### src/rtl/mux_sel_pipe.sv
// Pipelined channel selector: picks one WIDTH-bit slice of a flat channel bus
// per accepted request and returns it through a two-entry (output + skid) buffer.
module mux_sel_pipe #(
   parameter int               WIDTH      = 5,
   parameter int               NUM_CH     = 8,
   parameter int               CONST_CH   = 1,
   parameter logic [WIDTH-1:0] CONST_VAL  = WIDTH'(16),
   parameter int               DEFAULT_CH = 0,
   localparam int              SEL_W      = (NUM_CH > 2) ? $clog2(NUM_CH) : 1
) (
   input  logic                    clk,
   input  logic                    reset,
   input  logic                    in_valid,
   output logic                    in_ready,
   input  logic [SEL_W-1:0]        selector,
   input  logic                    sel_hold,
   input  logic [NUM_CH*WIDTH-1:0] data_in,
   output logic                    out_valid,
   input  logic                    out_ready,
   output logic [WIDTH-1:0]        data_out,
   output logic [SEL_W-1:0]        out_sel,
   output logic                    sel_err
);

   localparam int               EXT_W     = SEL_W + 1;
   localparam logic [SEL_W-1:0] DEF_SEL   = SEL_W'(DEFAULT_CH);
   localparam logic [SEL_W-1:0] CONST_SEL = SEL_W'(CONST_CH);

   typedef enum logic [1:0] {EMPTY, ONE, TWO} state_t;

   typedef struct packed {
      logic [WIDTH-1:0] data;
      logic [SEL_W-1:0] sel;
      logic             err;
   } result_t;

   state_t           state, state_nxt;
   result_t          out_q, skid_q, req;
   logic [SEL_W-1:0] last_sel;
   logic [EXT_W-1:0] sel_ext;
   logic             take_in, take_out;
   logic             load_out_req, load_out_skid, load_skid;

   // Handshake depends only on registered state, so no combinational path
   // runs from in_valid/out_ready back to in_ready.
   assign in_ready  = (state != TWO);
   assign out_valid = (state != EMPTY);
   assign take_in   = in_valid && in_ready;
   assign take_out  = out_valid && out_ready;

   assign data_out  = out_q.data;
   assign out_sel   = out_q.sel;
   assign sel_err   = out_q.err;

   // Widened by one bit so the range check stays meaningful when NUM_CH is a power of two.
   assign sel_ext   = {1'b0, selector};

   always_comb begin
      // NOTE: every output of a combinational block gets a default first;
      // a path that leaves one unassigned would infer a latch.
      req = '0;
      if (sel_hold) begin
         req.sel = last_sel;
      end else if (sel_ext < EXT_W'(NUM_CH)) begin
         req.sel = selector;
      end else begin
         req.sel = DEF_SEL;
         req.err = 1'b1;
      end
      for (int i = 0; i < NUM_CH; i++) begin
         if (req.sel == SEL_W'(i)) req.data = data_in[i*WIDTH +: WIDTH];
      end
      if (req.sel == CONST_SEL) req.data = CONST_VAL;
   end

   always_ff @(posedge clk or negedge reset) begin
      // NOTE: registers use non-blocking assignments so every flop samples
      // pre-edge values regardless of statement order.
      if (!reset) state <= EMPTY;
      else        state <= state_nxt;
   end

   always_comb begin
      state_nxt     = state;
      load_out_req  = 1'b0;
      load_out_skid = 1'b0;
      load_skid     = 1'b0;
      case (state)
         EMPTY: begin
            if (take_in) begin
               state_nxt    = ONE;
               load_out_req = 1'b1;
            end
         end
         ONE: begin
            if (take_in && take_out) begin
               load_out_req = 1'b1;
            end else if (take_in) begin
               state_nxt = TWO;
               load_skid = 1'b1;
            end else if (take_out) begin
               state_nxt = EMPTY;
            end
         end
         TWO: begin
            if (take_out) begin
               state_nxt     = ONE;
               load_out_skid = 1'b1;
            end
         end
         default: state_nxt = EMPTY;
      endcase
   end

   always_ff @(posedge clk or negedge reset) begin
      if (!reset) begin
         out_q    <= '{data: '0, sel: DEF_SEL, err: 1'b0};
         skid_q   <= '0;
         last_sel <= DEF_SEL;
      end else begin
         if (load_out_req)       out_q <= req;
         else if (load_out_skid) out_q <= skid_q;
         if (load_skid)          skid_q <= req;
         if (take_in)            last_sel <= req.sel;
      end
   end

endmodule

### config.mk
export PLATFORM = sky130hd
export DESIGN_NAME = mux_sel_pipe
export DESIGN_NICKNAME = d
export VERILOG_FILES = /design/src/rtl/mux_sel_pipe.sv
export SDC_FILE = /design/constraint.sdc
export NUM_CORES = 1
export LEC_CHECK = 0
export BUFFER_PORTS_ARGS = -buffer_cell sky130_fd_sc_hd__buf_2
export CAP_MARGIN = 30
export CELL_PAD_IN_SITES_DETAIL_PLACEMENT = 1
export CELL_PAD_IN_SITES_GLOBAL_PLACEMENT = 1
export CORE_MARGIN = 2
export CORE_UTILIZATION = 35
export DETAILED_ROUTE_END_ITERATION = 6
export PLACE_DENSITY_LB_ADDON = 0.1
export SYNTH_ARGS = -nofsm -noshare
export SYNTH_HDL_FRONTEND = slang
export SYNTH_SLANG_ARGS = --single-unit
### constraint.sdc
create_clock -name clk -period 3.74 [get_ports clk]
set_input_delay 1.122 -clock clk [delete_from_list [all_inputs] [get_ports clk]]
set_output_delay 1.122 -clock clk [all_outputs]
set_load 0.1 [all_outputs]
======== Word level (Yosys, flattened, before mapping) ========
Cells that the tools add are included.
cells by class
  shifts and indexed selects .............. 0
  $lt $le $gt $ge ......................... 1
  div/mod/pow operators ................... 0
  bitwise logic cells ..................... 0
  multiplexer cells ....................... 27
  multipliers ............................. 0
  reduce and logical (&&, ||, !) cells .... 8
  add/subtract/negate cells ............... 0
  equal/unequal tests ..................... 14
operator list
  operator            number
  $mux 5              8
  $mux 9              2
  $eq 3x3->1 const B  4
  $mux 2              5
  $mux 1              8
  $ne 2x2->1 const B  4
  $eq 3x2->1 const B  2
  $mux 3              2
  $pmux 2 s3          1
  $lt 3x4->1 const B  1
  $reduce_and 4->1    1
  $reduce_bool 2->1   2
  $eq 3x1->1 const B  1
  $logic_and 1x1->1   3
  $logic_not 3->1     1
  $ne 3x3->1 const B  1
  $eq 2x1->1 const B  1
  $eq 2x2->1 const B  1
  $logic_not 2->1     1
  $pmux 1 s2          1
word-level totals
  input bits .............................. 48
  register bits ........................... 23
  word-level logic and storage cells ...... 58
  memory bits (read-only) ................. 0
  memories kept ........................... 0
  memory bits (writable) .................. 0
  output and inout port bits .............. 11
  latch bits .............................. 0

======== Longest topological paths before layout ========
  word-level depth ........................ 13
  depth in mapped cells ................... 7
  mapped depth without buffers ............ 5

======== Least setup slack after synthesis ========
No wires, ideal clock.
  path type ............................... input -> register
  start ................................... input sel_hold
  end ..................................... register skid_q[4] (netlist bit)
  cell stages on the path ................. 6
  buffers on the path ..................... 2
  setup time .............................. 0.126 ns
  slack ................................... 1.344 ns
  arrival time ............................ 2.271 ns
  data required time ...................... 3.614 ns
  cells stage by stage .................... buf_6 mux2_2 buf_4 mux4_2 a21oi_2 a21oi_1
between the ends
  cells in the longest elaborated chain, start to end .. 10
  elaborated cells on any way between the ends .. 17
  those cells by class .................... eq/ne: 7; mux: 9; reduce/logical: 1
ends and longest elaborated chain
  element               RTL line  text
  from (decl)           16        input logic sel_hold,
  $mux 3 *              62        if (sel_hold) begin
  $logic_not 3->1       71        if (req.sel == SEL_W'(i)) req.data = data_in[i*WIDTH +: WIDTH];
  $mux 5 (7 in series)  71
  $mux 5 *              73        if (req.sel == CONST_SEL) req.data = CONST_VAL;
  to (signal assigned)  123       if (load_skid) skid_q <= req;
  to (decl)             38        result_t out_q, skid_q, req;
Mark *: on every way between the ends. The rest lies on a longest branch, timed or not.
A chain may end at the register's enable or synchronous reset.

======== Worst setup path in the final report ========
  start ................................... input sel_hold
  end ..................................... register skid_q[6] (netlist bit)
The elaborated chain is that of the path after synthesis.

==> run_results.csv <==
group,metric,value,unit
logic_synthesis,syn-num-nets,190,
global_routing,grt_max_degree,22,
outcome,status,"complete, no violations",
floorplanning,die_w,64.4,um
drt,final_antenna_net_count,0,
logic_synthesis,yosysSeqAreaShare,41.1,%
run,drv_cap,0,
floorplanning,io_pins,59,
cells_and_area,multi_input_area,691,sq um
drt,wl,3340,um
power_and_ir_drop,cellPowerDensity,642,nW/um^2
sta,fin_setup_tns,0,ps
power_and_ir_drop,vdd_drop_max,0.160,mV
setup_path,critPathMaxStageDelay,590,ps
cells_and_area,area_growth,22.7,%
cells_and_area,antennaDiodeCount,0,
placed_design,io_buffers,52,
cells_and_area,final_common_cell,"buf_2",
floorplanning,core.rowCount,21,
drt,dr.pass1.iters,3,
cells_and_area,post-route-util,45.9,%
sta,fmax,380,MHz
drt,wire_per_inst,14.1,um
setup_path,end_kind,"flop",
logic_synthesis,yosys_warnings,0,
sta,setup_violations,0,
global_routing,grt_first_pass_wirelength,5620,um
setup_path,crit_slowest_cell,"mux2i_4",
floorplanning,core,3420,sq um
logic_synthesis,avgSynthCellArea,9.01,sq um
setup_path,path_cells,"buf_2 > mux2i_4 > mux2i_1 > o32ai_1 > a221oi_1 > a21oi_1",
logic_synthesis,syn_area,1280,sq um
setup_path,cp_top_family,"multiplexers",
clocking,clkTransAtPathRegs,120,ps
clocking,cts_root_buf,"clkbuf_4",
logic_synthesis,synth_cell_types,32,
global_routing,grt_overflow,0,
floorplanning,die_area,4150,sq um
placed_design,routabilityCongestion,0.720,
drt,drc,0,
min_path,holdCritPathClass,"reg -> reg",
floorplanning,initial_utilization,37.4,%
cells_and_area,finalNetCount,239,
clocking,cts_tree,"done",
logic_synthesis,syn_inst,142,
clocking,cts.htree.levels,1,
sta,min_period,2630,ps
sta,finalHoldViolCount,0,
clocking,insertion_delay,300,ps
drt,vias,1216,
cells_and_area,regArea,526,sq um
clocking,post_cts_resized,0,
clocking,cts_hold_buf,0,
clocking,postCtsSetupRepairBufs,0,
drt,drt-initial-drc-count,56,
setup_path,crit_fanout,17,
clocking,clock_sinks,21,
sta,fin_skew,2.40,ps
drt,viasPerCell,5.15,
global_routing,antenna_found_initial,0,
setup_path,crit_buf_inv,1,
sta,rsz0062_at_grt,"no",
setup_path,cp.arrival,2800,ps
cells_and_area,drive_gt1_share,35.8,%
setup_path,cp-start-kind,"input port",
setup_path,critical_path_class,"in -> reg",
placed_design,hpwlAfterDp,2600,um
logic_synthesis,synth.ff_latch_count,21,
clocking,numCtsBuffers,3,
sta,worstMarginPinSlew,566,ps
setup_path,required,3910,ps
cells_and_area,num-fill-cells,435,
cells_and_area,layout_common_cells,"52 x buf_2, 23 x nand2_1, 21 x nor2_1, 21 x dfrtp_1, 17 x a21oi_1",
power_and_ir_drop,power.leakage,0.741,nW
sta,slew_headroom,61.5,%
sta,fin_crit_sh,70.3,%
clocking,cts_buffer_depth,2,
global_routing,track_usage,17.4,%
floorplanning,fp.dieH,64.4,um
sta,drv_slew,0,
global_routing,grt_pass1_vias,1227,
## registers in the layout, indices dropped and copies added, names as in the netlist
name and cells:
out_sel 3, data_out 5, state 2, skid_q 8, last_sel 3
## final timing paths
check / slack [ps] / endpoint / start / cells past startpoint
worst max register to register: 1830 / skid_q[6] / last_sel[1] / 5
min in group asynchronous: 760 / skid_q[4] / reset / 1
worst min-delay path: 520 / data_out[0] / data_out[0] / 2
worst min register to register: 520 / data_out[0] / data_out[0] / 2
max in group asynchronous: 2660 / skid_q[3] / reset / 1
worst max-delay path: 1110 / skid_q[6] / sel_hold / 6
## metrics by stage
| step | power, mW | setup WS, ps | hold WS, ps | instance area (sq um) | cells |
|---|---|---|---|---|---|
| after floorplan | 0.800 | 1340 | 484 | 1280 | 142 |
| after global placement | 0.894 | 834 | 483 | 1540 | 232 |
| after detailed placement | 0.907 | 780 | 494 | 1540 | 232 |
| after CTS | 1.02 | 1120 | 525 | 1570 | 236 |
| after global routing | 1.07 | 876 | 563 | 1570 | 236 |
| final | 1.01 | 1110 | 516 | 1570 | 236 |
## area by class of cell
cell class / count / share of cell area (%)
Tap cell: 46 / 3.67
Inverter: 2 / 0.478
Timing Repair Buffer: 52 / 16.6
Clock buffer: 3 / 1.44
Sequential cell: 21 / 33.5
Clock inverter: 1 / 0.319
Multi-Input combinational cell: 111 / 44.0
## tightest hold or removal path, cell delays in order, from the launching register on
cell	delay (ps)
dfrtp_1	360
a22oi_1	60
o21ai_1	70
## Yosys cell counts
library cell  number  share of area [%]
nand2_1           23                6.8
dfrtp_1           21                 41
nor2_1            21                6.2
a21oi_1           17                6.7
o21ai_0            9                3.5
mux2i_1            8                6.3
a22oi_1            5                2.9
a31oi_1            3                1.5
mux2_2             3                2.6
o32ai_1            3                2.1
a221oi_1           2                1.4
buf_2              2               0.78
buf_4              2                1.2
buf_6              2                1.8
clkbuf_1           2               0.59
inv_1              2               0.59
mux2i_4            2                3.5
a21oi_2            1               0.69
a221oi_2           1                1.2
a311oi_2           1                1.2
a32oi_1            1               0.69
and3_1             1               0.49
conb_1             1               0.29
mux2_4             1                1.2
mux4_2             1                1.8
nand2b_1           1               0.49
nand3_1            1               0.39
nor2_2             1               0.49
nor2b_1            1               0.49
o21ai_1            1               0.39
o22ai_1            1               0.49
or2_2              1               0.49
## layer usage
metal	up-vias	track usage, %	share of wire [%]
li1	601	-	-
met1	576	22.3	44
met2	37	30.3	50
met3	2	1.74	4.9
met4	0	6.38	0.75
met5	-	0	0
## cell families (layout without fill, tap and decap cells)
logic type      after synthesis  count (layout)  share of synthesized area (%)
flops                        21              21                           41.1
other cells                   1               1                          0.293
compound gates               45              45                           22.6
buf+inv                      10              58                           4.89
simple gates                 50              50                           15.8
mux                          15              15                           15.4
## where the power goes
| part | internal [mW] | switching [mW] | total [mW] | leakage [nW] |
|---|---|---|---|---|
| logic | 0.132 | 0.414 | 0.547 | 0.478 |
| registers | 0.306 | 0.0466 | 0.352 | 0.245 |
| clock network | 0.0399 | 0.0680 | 0.108 | 0.0177 |
| total | 0.478 | 0.529 | 1.01 | 0.741 |
No activity file was read; power rests on OpenSTA's default activity.
